File: src/rtl/toggle_gen.sv
// rtl/toggle_gen.sv - D/enable stimulus generator for exercising a D flip-flop with enable
//
// Two-state (IDLE/RUN) generator. A start with both periods nonzero latches
// the configuration and enters RUN. In RUN, o_d toggles every latched d
// period and o_enable every latched en period. A nonzero burst length ends
// the run on the edge producing that many o_d toggles.
//
// Parameters:
//   CNT_W         width of period, burst and toggle counters
//   CHK_W         width of the checker error counter
// Ports:
//   i_clk         clock, all state changes on the rising edge
//   i_rst         synchronous active-high reset
//   i_start       start request (ignored while running)
//   i_stop        stop request (ignored while idle, wins over i_start)
//   i_d_period    cycles between o_d toggles
//   i_en_period   cycles between o_enable toggles
//   i_burst_len   o_d toggles per run, 0 = unlimited
//   o_d           generated data stimulus
//   o_enable      generated enable stimulus
//   o_busy        high while in RUN
//   o_cfg_err     one-cycle pulse on a start rejected for a zero period
//   o_toggle_cnt  o_d toggles in the current/last run, saturating
// Optional checker, built when TOGGLE_GEN_CHECK_EN is defined:
//   i_q           output of the flip-flop under test
//   o_mismatch    sticky mismatch flag, cleared by reset or accepted start
//   o_err_cnt     count of mismatching RUN cycles, saturating

module toggle_gen #(
   parameter int CNT_W = 16,
   parameter int CHK_W = 8
) (
   input  logic             i_clk,
   input  logic             i_rst,
   input  logic             i_start,
   input  logic             i_stop,
   input  logic [CNT_W-1:0] i_d_period,
   input  logic [CNT_W-1:0] i_en_period,
   input  logic [CNT_W-1:0] i_burst_len,
   output logic             o_d,
   output logic             o_enable,
   output logic             o_busy,
   output logic             o_cfg_err,
   output logic [CNT_W-1:0] o_toggle_cnt
`ifdef TOGGLE_GEN_CHECK_EN
   ,
   input  logic             i_q,
   output logic             o_mismatch,
   output logic [CHK_W-1:0] o_err_cnt
`endif
);

   typedef enum logic {S_IDLE, S_RUN} state_t;

   localparam logic [CNT_W-1:0] CNT_ONE = {{(CNT_W-1){1'b0}}, 1'b1};
   localparam logic [CNT_W-1:0] CNT_MAX = {CNT_W{1'b1}};

   state_t           state;
   logic [CNT_W-1:0] d_per;
   logic [CNT_W-1:0] en_per;
   logic [CNT_W-1:0] burst;
   logic [CNT_W-1:0] d_ph;
   logic [CNT_W-1:0] en_ph;

   logic             start_ok;
   logic             d_hit;
   logic             en_hit;
   logic             burst_done;
   logic [CNT_W-1:0] cnt_next;

   assign start_ok = (state == S_IDLE) && i_start &&
                     (i_d_period != '0) && (i_en_period != '0);

   // Phase counters run 0..period-1; the toggle lands on the edge that
   // would take them to period, so period 1 toggles every cycle.
   assign d_hit  = (d_ph == d_per - CNT_ONE);
   assign en_hit = (en_ph == en_per - CNT_ONE);

   assign cnt_next   = (o_toggle_cnt == CNT_MAX) ? CNT_MAX : o_toggle_cnt + CNT_ONE;
   // The toggle about to happen is number burst when the count is burst-1.
   assign burst_done = (burst != '0) && (o_toggle_cnt == burst - CNT_ONE);

   always_ff @(posedge i_clk) begin
      if (i_rst) begin
         state        <= S_IDLE;
         o_d          <= 1'b0;
         o_enable     <= 1'b0;
         o_busy       <= 1'b0;
         o_cfg_err    <= 1'b0;
         o_toggle_cnt <= '0;
         d_per        <= '0;
         en_per       <= '0;
         burst        <= '0;
         d_ph         <= '0;
         en_ph        <= '0;
      end else begin
         o_cfg_err <= 1'b0;
         case (state)
            S_IDLE: begin
               // Also returns o_d/o_enable to 0 one cycle after a burst ends.
               o_d      <= 1'b0;
               o_enable <= 1'b0;
               if (start_ok) begin
                  d_per        <= i_d_period;
                  en_per       <= i_en_period;
                  burst        <= i_burst_len;
                  d_ph         <= '0;
                  en_ph        <= '0;
                  o_toggle_cnt <= '0;
                  o_busy       <= 1'b1;
                  state        <= S_RUN;
               end else if (i_start) begin
                  o_cfg_err <= 1'b1;
               end
            end
            S_RUN: begin
               if (i_stop) begin
                  o_d      <= 1'b0;
                  o_enable <= 1'b0;
                  o_busy   <= 1'b0;
                  state    <= S_IDLE;
               end else begin
                  if (d_hit) begin
                     d_ph         <= '0;
                     o_d          <= ~o_d;
                     o_toggle_cnt <= cnt_next;
                     if (burst_done) begin
                        o_busy <= 1'b0;
                        state  <= S_IDLE;
                     end
                  end else begin
                     d_ph <= d_ph + CNT_ONE;
                  end
                  if (en_hit) begin
                     en_ph    <= '0;
                     o_enable <= ~o_enable;
                  end else begin
                     en_ph <= en_ph + CNT_ONE;
                  end
               end
            end
            default: begin
               state <= S_IDLE;
            end
         endcase
      end
   end

`ifdef TOGGLE_GEN_CHECK_EN
   localparam logic [CHK_W-1:0] CHK_ONE = {{(CHK_W-1){1'b0}}, 1'b1};
   localparam logic [CHK_W-1:0] CHK_MAX = {CHK_W{1'b1}};

   // Shadow of the flip-flop under test: same update rule it should follow.
   logic model_q;

   always_ff @(posedge i_clk) begin
      if (i_rst || start_ok) begin
         model_q    <= 1'b0;
         o_mismatch <= 1'b0;
         o_err_cnt  <= '0;
      end else begin
         if (o_enable) begin
            model_q <= o_d;
         end
         if ((state == S_RUN) && (i_q != model_q)) begin
            o_mismatch <= 1'b1;
            if (o_err_cnt != CHK_MAX) begin
               o_err_cnt <= o_err_cnt + CHK_ONE;
            end
         end
      end
   end
`endif

endmodule
File: config.mk
export PLATFORM = sky130hd
export DESIGN_NAME = toggle_gen
export DESIGN_NICKNAME = d
export VERILOG_FILES = /design/src/rtl/toggle_gen.sv
export SDC_FILE = /design/constraint.sdc
export NUM_CORES = 1
export LEC_CHECK = 0
export CORE_ASPECT_RATIO = 0.75
export CORE_MARGIN = 2
export CORE_UTILIZATION = 30
export CTS_CLUSTER_DIAMETER = 50
export CTS_CLUSTER_SIZE = 8
export DETAILED_ROUTE_END_ITERATION = 16
export PLACE_DENSITY = 0.56
export SYNTH_ARGS = -nofsm -noshare
export SYNTH_HDL_FRONTEND = slang
export SYNTH_SLANG_ARGS = --single-unit
File: constraint.sdc
create_clock -name i_clk -period 3.85 [get_ports i_clk]
set_input_delay 0.5775 -clock i_clk [delete_from_list [all_inputs] [get_ports i_clk]]
set_output_delay 0.5775 -clock i_clk [all_outputs]
set_load 0.02 [all_outputs]
==> Word-level counts from Yosys, hierarchy flattened <==
Index checks and enable logic that the tools add are counted.
{ "totals": {"regBits": 101, "latchBits": 0, "mem_bits_rw": 0, "mem_bits_ro": 0, "inputBits": 52, "output_inout_bits": 20, "elab_cells": 70, "memories": 0} }
{ "op_classes": {"addsub": 6, "n_mul": 0, "n_div": 0, "n_lt_le_gt_ge": 0, "n_eq_ne": 10, "shifts": 0, "muxes": 28, "bitwise": 3, "reduce_logical": 12} }
{ "op_table": {"columns": ["op", "n"], "rows": [
  ["$mux 16", 8],
  ["$pmux 16 s2", 3],
  ["$add 16x1->16 const B", 3],
  ["$eq 16x16->1", 3],
  ["$reduce_bool 16->1", 3],
  ["$sub 16x1->16 const B", 3],
  ["$eq 16x16->1 const B", 1],
  ["$mux 1", 13],
  ["$ne 3x2->1 const B", 3],
  ["$pmux 1 s2", 4],
  ["$reduce_and 3->1", 2],
  ["$logic_and 1x1->1", 4],
  ["$ne 2x2->1 const B", 2],
  ["$reduce_and 2->1", 2],
  ["$not 1->1", 3],
  ["$reduce_or 3->1", 1],
  ["$ne 2x1->1 const B", 1]
]} }

==> Logic depth before layout (Yosys ltp) <==
Gate-level depths: netlist of run 1.
{ "depth": {"word_depth": 7, "ltp_mapped": 12, "ltp_nobuf": 10} }

==> Worst setup path before layout of run 1 <==
No wires, ideal clock.
{ "synth_path": {"path_kind": "register to register", "startpoint": "reg en_per[0]", "endpoint": "reg en_ph[5]", "setup_time_ns": 0.122, "arrival_ns": 3.189, "required_time_ns": 3.728, "slack_ns": 0.540, "stages_incl_launch_ff": 11, "n_path_buf": 1, "period_less_slack_ns": 3.310, "path_cell_list": "dfxtp_1 > inv_1 > ha_1 > or3b_2 > clkbuf_1 > or4_1 > a2111oi_2 > o2111ai_1 > a2111oi_2 > a21oi_1 > a221o_1"} }
{ "synth_between": {"elab_chain_len": 5} }
{ "synth_rtl": {"columns": ["item", "line_no", "text"], "rows": [
  ["from (decl)", "60", "logic [CNT_W-1:0] en_per;"],
  ["from (signal assigned)", "105", "en_per <= i_en_period;"],
  ["$sub 16x1->16", "77", "assign en_hit = (en_ph == en_per - CNT_ONE);"],
  ["$eq 16x16->1", "77", null],
  ["$mux 16", "134", "if (en_hit) begin"],
  ["$mux 16", "117", "if (i_stop) begin"],
  ["$pmux 16 s2", "98", "case (state)"],
  ["to (signal assigned)", "138", "en_ph <= en_ph + CNT_ONE;"],
  ["to (decl)", "63", "logic [CNT_W-1:0] en_ph;"]
]} }
Every way passes these cells. The select of a mux whose other input is x is not followed.
A chain may end at the register's enable or synchronous reset.

==> Worst setup path in the final report of run 1 <==
{ "layout_path": {"startpoint": "reg d_per[0]", "endpoint": "reg o_toggle_cnt[13]"} }
{ "layout_between": {"elab_chain_len": 4} }
{ "layout_rtl": {"columns": ["item", "line_no", "text"], "rows": [
  ["from (decl)", "59", "logic [CNT_W-1:0] d_per;"],
  ["from (signal assigned)", "104", "d_per <= i_d_period;"],
  ["$sub 16x1->16", "76", "assign d_hit = (d_ph == d_per - CNT_ONE);"],
  ["$eq 16x16->1", "76", null],
  ["$ne 2x1->1 (no source line)", null, null],
  ["$reduce_and 3->1 (no source line)", null, null],
  ["to (signal assigned)", "126", "o_toggle_cnt <= cnt_next;"],
  ["to (decl)", "44", "output logic [CNT_W-1:0] o_toggle_cnt"]
]} }
Every way passes these cells.

==> results of run 1 <==
cells in the mapped netlist (all sizes together) (19+ instances only):
cell,count
nand2,132
dfxtp,101
a21oi,69
nor2,59
nand3,47
xnor2,39
clkbuf,37
xor2,37
o21ai,27
nor3,23
and3,22
nor4,19
registers in the layout (all words and copies together) (netlist names), 16 cells and up:
| name | cells |
|---|---|
| en_ph | 16 |
| en_per | 16 |
| d_ph | 16 |
| o_toggle_cnt | 16 |
| burst | 16 |
| d_per | 16 |
per-layer routing:
layer,track usage,part of all wire
met5,0,0
met4,0.0307,0.0082
met3,0.0300,0.039
met2,0.247,0.43
met1,0.231,0.52
path summary, 6_finish.rpt:
path                            to  slack, ns  depth (start not counted)
setup / recovery  o_toggle_cnt[13]       0.30                         11
hold / removal           d_per[15]       0.47                          2
setup reg to reg  o_toggle_cnt[13]       0.30                         11
hold reg to reg          d_per[15]       0.47                          2
metrics by stage:
step                 util  area [µm²]  instances  power (mW)  worst slack, ns
floorplan               -        6050        797        1.53            0.540
global placement    0.359        7020       1094        1.71            0.351
detailed placement  0.359        7020       1094        1.71            0.246
CTS                 0.375        7320       1109        2.66            0.161
global route        0.375        7330       1109        2.77           0.0342
finish              0.375        7330       1109        2.62            0.296
cell type report:
type | count | area, µm²
multi-input combinational | 637 | 3810
timing repair buffer | 85 | 811
clock inverter | 5 | 61.3
inverter | 18 | 67.6
tap | 253 | 317
fill | 2032 | 12200
clock buffer | 10 | 239
sequential | 101 | 2020
worst register-to-register path, stage by stage (launching register included):
cell and delay (ns):
dfxtp_1 0.35, inv_1 0.07, ha_1 0.26, or4b_4 0.53, or4b_1 0.51, and3_4 0.19
o31ai_4 0.24, nand2_1 0.08, or3b_4 0.46, buf_4 0.19, o311ai_0 0.42, o31ai_1 0.13
repair_timing:
item	CTS	global route
gates resized for setup	0	1
endpoints found under the setup margin	0	1
buffers inserted	0	0
hold buffers	0	0
cell families (layout without fill, tap and decap cells):
logic type                 Yosys count  in the layout  synth area share
and+or+nand+nor                    385            385             0.321
buffers and inverters               59            118            0.0382
DFF                                101            101             0.334
AOI/OAI and AO/OA                  167            167             0.179
xor gates and xnor gates            76             76             0.110
adders and majority gates            6              6            0.0124
muxes                                3              3           0.00537
power groups by stage:
stage               Clock, mW  Sequential [mW]  Combinational [mW]
global route             1.01             1.15               0.608
finish                  0.934             1.14               0.545
detailed placement          0             1.17               0.545
global placement            0             1.17               0.542
CTS                     0.965             1.14               0.548
floorplan                   0             1.15               0.383
==> impl_metrics.csv, run 1 <==
group,metric,value,unit
run_status,run_status,"finished, final reports clean",
logic_synthesis,ys_top_cells_by_area,"dfxtp_1 (33%), nand2_1 (8.2%), xnor2_1 (5.6%), a21oi_1 (5.6%), xor2_1 (5.4%)",
worst_setup_path,slowest_delay,0.53,ns
global_route,grt_overflow,0,
worst_setup_path,worstSetupStartpointType,"flop",
sta,min_period,3.55,ns
global_route,grt_max_degree,62,
logic_synthesis,synth_ff_type,"dfxtp_1",
logic_synthesis,syn_area_per_cell,7.60,µm²
clock_network,cts_sinks,101,
worst_setup_path,slowest_stage,"or4b_4",
pwr,power_frac_seq,0.436,
sta,setup_violations,0,
clock_network,clk_latency,0.35,ns
finish,fin_nets,910,
worst_hold_path,hold_start,"d_per[15]",
finish,drive_gt1_frac,0.0607,
sta,rsz0062_at_grt,"no",
logic_synthesis,synth_edf_count,0,
routing,drt-total-wl,16800,µm
worst_setup_path,cp_top_family,"simple AND/OR/NAND/NOR gates",
pwr,p_per_area,358,nW/µm²
global_route,grt_pass1_vias,5325,
worst_setup_path,critical_path_class,"reg2reg",
finish,layout_commonest_cell,"nand2_1",
logic_synthesis,netlist_area,6050,µm²
pwr,irDropWorstVdd,0.000167,V
clock_network,cts_tree,"done",
routing,vias,5809,
worst_setup_path,crit_chain,"inv_1 -> ha_1 -> or4b_4 -> or4b_1 -> and3_4 -> o31ai_4 -> nand2_1 -> or3b_4 -> buf_4 -> o311ai_0 -> o31ai_1",
logic_synthesis,syn_nets,855,
pwr,p_clk_frac,0.356,
floorplan,ioPinCount,72,
pwr,p_sw,775,µW
sta,hold_slack,0.475,ns
sta,relSlewSlack,0.408,
sta,hold_viol,0,
worst_hold_path,min_path_type,"reg2reg",
floorplan,core-area,19500,µm²
worst_setup_path,worstPathRequired,4.08,ns
clock_network,clk_pin_slew,0.07,ns
routing,viasPerCell,5.24,
clock_network,htree_levels,3,
logic_synthesis,yosysTopAreaCell,"dfxtp_1",
global_route,grt_pass1_wl,27500,µm
routing,avgRoutedWirePerCell,15.1,µm
routing,ant_nets,0,
logic_synthesis,synthArstFlopShare,0,
routing,drt_first_pass_iters,4,
floorplan,rows,44,
placed_design,hpwl,12200,µm
sta,clock_skew,0.00888,ns
finish,syn2layout_area_growth,21.0,%
floorplan,die_h,127,µm
pwr,switching_share,0.295,
logic_synthesis,synth.distinct_cells,67,
routing,first_iter_violations,404,
finish,diodes,0,
logic_synthesis,ys_warn_count,0,
sta,post-route-period-util,0.923,
floorplan,start_util,0.310,
pwr,p_comb_frac,0.208,
clock_network,clockBufferDepth,2,
logic_synthesis,synth_top_area_share,0.334,
worst_setup_path,cp-end-kind,"flop",
clock_network,numCtsBuffers,9,
logic_synthesis,ys_ff_latch,101,
sta,fmax,281,MHz
worst_setup_path,critPathLaunch,"d_per[0]",
clock_network,root_buffer,"clkbuf_16",
floorplan,fp.dieArea,21300,µm²
routing,drc,0,
logic_synthesis,synthCells,797,
worst_setup_path,regToRegStartpoint,"d_per[0]",
sta,tightest_slew,0.881,ns
sta,setup-tns-final,0,ns
worst_setup_path,worstPathMaxFanout,12,
placed_design,gp_congestion,0.844,
placed_design,portBuffers,71,
worst_setup_path,critPathBufInv,2,
pwr,p_int,1.85,mW
worst_setup_path,cp.arrival,3.78,ns
run,max_cap_viol_count,0,
pwr,p_leak,2.54,nW
sta,drv_slew,0,
logic_synthesis,synth_seq_area_share,0.334,
finish,final_cell_mix,"nand2_1 (132), dfxtp_1 (101), clkdlybuf4s50_1 (70), a21oi_1 (68), nor2_1 (59)",
global_route,antenna_found_initial,0,
global_route,grt_usage,0.159,
floorplan,die_w,168,µm
Power figures use the tool's default switching activity.
==> run 2, diff against run 1 <==
--- a/config.mk
+++ b/config.mk
@@ -7,11 +7,11 @@
 export LEC_CHECK = 0
 export CORE_ASPECT_RATIO = 0.75
 export CORE_MARGIN = 2
-export CORE_UTILIZATION = 30
+export CORE_UTILIZATION = 42
 export CTS_CLUSTER_DIAMETER = 50
 export CTS_CLUSTER_SIZE = 8
 export DETAILED_ROUTE_END_ITERATION = 16
-export PLACE_DENSITY = 0.56
+export PLACE_DENSITY = 0.71
 export SYNTH_ARGS = -nofsm -noshare
 export SYNTH_HDL_FRONTEND = slang
 export SYNTH_SLANG_ARGS = --single-unit
==> run 2 against run 1 <==
- core utilization increased by 15 points
- first-iteration DRC count is 20% higher
- largest power group unchanged
- largest cell class unchanged
- power is 0.14% lower
- combinational power barely moved
- critical path type unchanged
- register-to-register slack barely moved
==> impl_metrics.csv, run 2 (synthesized netlist as in run 1, its figures left out) <==
group,metric,value,unit
sta,rsz0062_at_grt,"no",
finish,final_cells,1031,
global_route,grt_max_degree,51,
routing,ant_nets,0,
finish,ff_latch_area,2020,µm²
clock_network,root_buffer,"clkbuf_16",
routing,viasPerCell,5.71,
clock_network,cts_sinks,101,
routing,drt_first_pass_iters,6,
global_route,grt_overflow,0,
placed_design,place_ws,0.311,ns
global_route,grt_pass1_vias,5266,
global_route,grt_pass1_wl,26600,µm
finish,syn2layout_area_growth,19.3,%
sta,fin_ws,0.300,ns
global_route,antenna_found_initial,0,
routing,drt-total-wl,15900,µm
sta,drv_slew,0,
floorplan,core-area,13900,µm²
worst_setup_path,worstPathRequired,4.08,ns
clock_network,clk_latency,0.35,ns
pwr,irDropWorstVdd,0.000238,V
finish,multiInputGateArea,3810,µm²
worst_setup_path,critical_path_class,"reg2reg",
pwr,finalPower,2.62,mW
run,max_cap_viol_count,0,
clock_network,htree_levels,3,
finish,final_cell_mix,"nand2_1 (132), dfxtp_1 (101), clkdlybuf4s50_1 (70), a21oi_1 (68), nor2_1 (59)",
placed_design,hpwl,11600,µm
sta,post-route-period-util,0.922,
placed_design,dp.cells,1015,
floorplan,start_util,0.436,
pwr,p_per_area,363,nW/µm²
finish,drive_gt1_frac,0.0584,
sta,min_period,3.55,ns
worst_setup_path,cp-end-kind,"flop",
routing,avgRoutedWirePerCell,15.5,µm
sta,fmax,282,MHz
finish,diodes,0,
worst_hold_path,min_path_cells,2,
sta,hold_viol,0,
worst_setup_path,worstSetupStartpointType,"flop",
finish,fin_nets,909,
routing,drc,0,
worst_setup_path,worstPathMaxFanout,10,
worst_setup_path,slowest_stage,"or4b_4",
floorplan,die_h,108,µm
clock_network,clockBufferDepth,2,
placed_design,gp_congestion,0.859,
worst_hold_path,min_path_type,"reg2reg",
floorplan,ioPinCount,72,
finish,layout_commonest_cell,"nand2_1",
worst_setup_path,worst-r2r-cell-count,11,
sta,setup-tns-final,0,ns
clock_network,clk_pin_slew,0.07,ns
floorplan,die_w,143,µm
floorplan,rows,37,
pwr,p_leak,2.55,nW
clock_network,numCtsBuffers,9,
worst_setup_path,cp.arrival,3.78,ns
worst_setup_path,r2r_slack,0.30,ns
clock_network,post_cts_buffers,0,
sta,relSlewSlack,0.273,
floorplan,fp.dieArea,15400,µm²
finish,fillers,1357,
sta,setup_violations,0,
clock_network,cts_resized,0,
clock_network,cts_tree,"done",
finish,final_core_util,0.520,
placed_design,portBuffers,71,
worst_setup_path,crit_chain,"inv_1 -> ha_1 -> or4b_4 -> or4b_1 -> and3_4 -> o31ai_4 -> nand2_1 -> or3b_1 -> buf_4 -> o311ai_0 -> o31ai_1",
run_status,run_status,"finished, final reports clean",
clock_network,cts_hold_buf,0,
global_route,grt_usage,0.214,
sta,tightest_slew,1.08,ns
worst_setup_path,slowest_delay,0.53,ns
routing,vias,5891,
sta,clock_skew,0.0100,ns
routing,first_iter_violations,483,
==> run 2: final cells by class <==
cell class	count	share of cell area
clock buffer	11	0.0336
timing repair buffer	84	0.111
multi-input combinational	637	0.527
sequential	101	0.280
inverter	18	0.00936
tap	175	0.0303
clock inverter	5	0.00832
==> run 2: worst paths after layout <==
path,start,end
worst max-delay path,d_per[0],o_toggle_cnt[13]
worst min-delay path,d_per[15],d_per[15]
worst max register to register,d_per[0],o_toggle_cnt[13]
worst min register to register,d_per[15],d_per[15]
==> run 2: layer usage <==
metal	vias up	wire length, µm	track usage
met5	-	0	0
met2	158	6870	0.326
met1	2743	8060	0.317
li1	2974	-	-
met4	0	149	0.0460
met3	16	847	0.0372
==> run 2: metrics by stage <==
stage / area [µm²] / hold WS (ns)
global route: 7220 / 0.506
global placement: 6920 / 0.465
CTS: 7220 / 0.479
finish: 7220 / 0.471
floorplan: 6050 / 0.450
detailed placement: 6920 / 0.469
==> run 2: critical path, delay by kind of cell, from the launching register on <==
kind / cells / cell delay [ns]
and+or+nand+nor: 5 / 1.82
AOI/OAI and AO/OA: 3 / 0.74
DFF: 1 / 0.35
buffers and inverters: 2 / 0.29
adders and majority gates: 1 / 0.25
==> run 2: where the power goes <==
group	total [mW]	switching (mW)	internal, mW
Clock	0.931	0.408	0.524
Sequential	1.14	0.0594	1.08
Combinational	0.545	0.301	0.244
Total	2.62	0.768	1.85
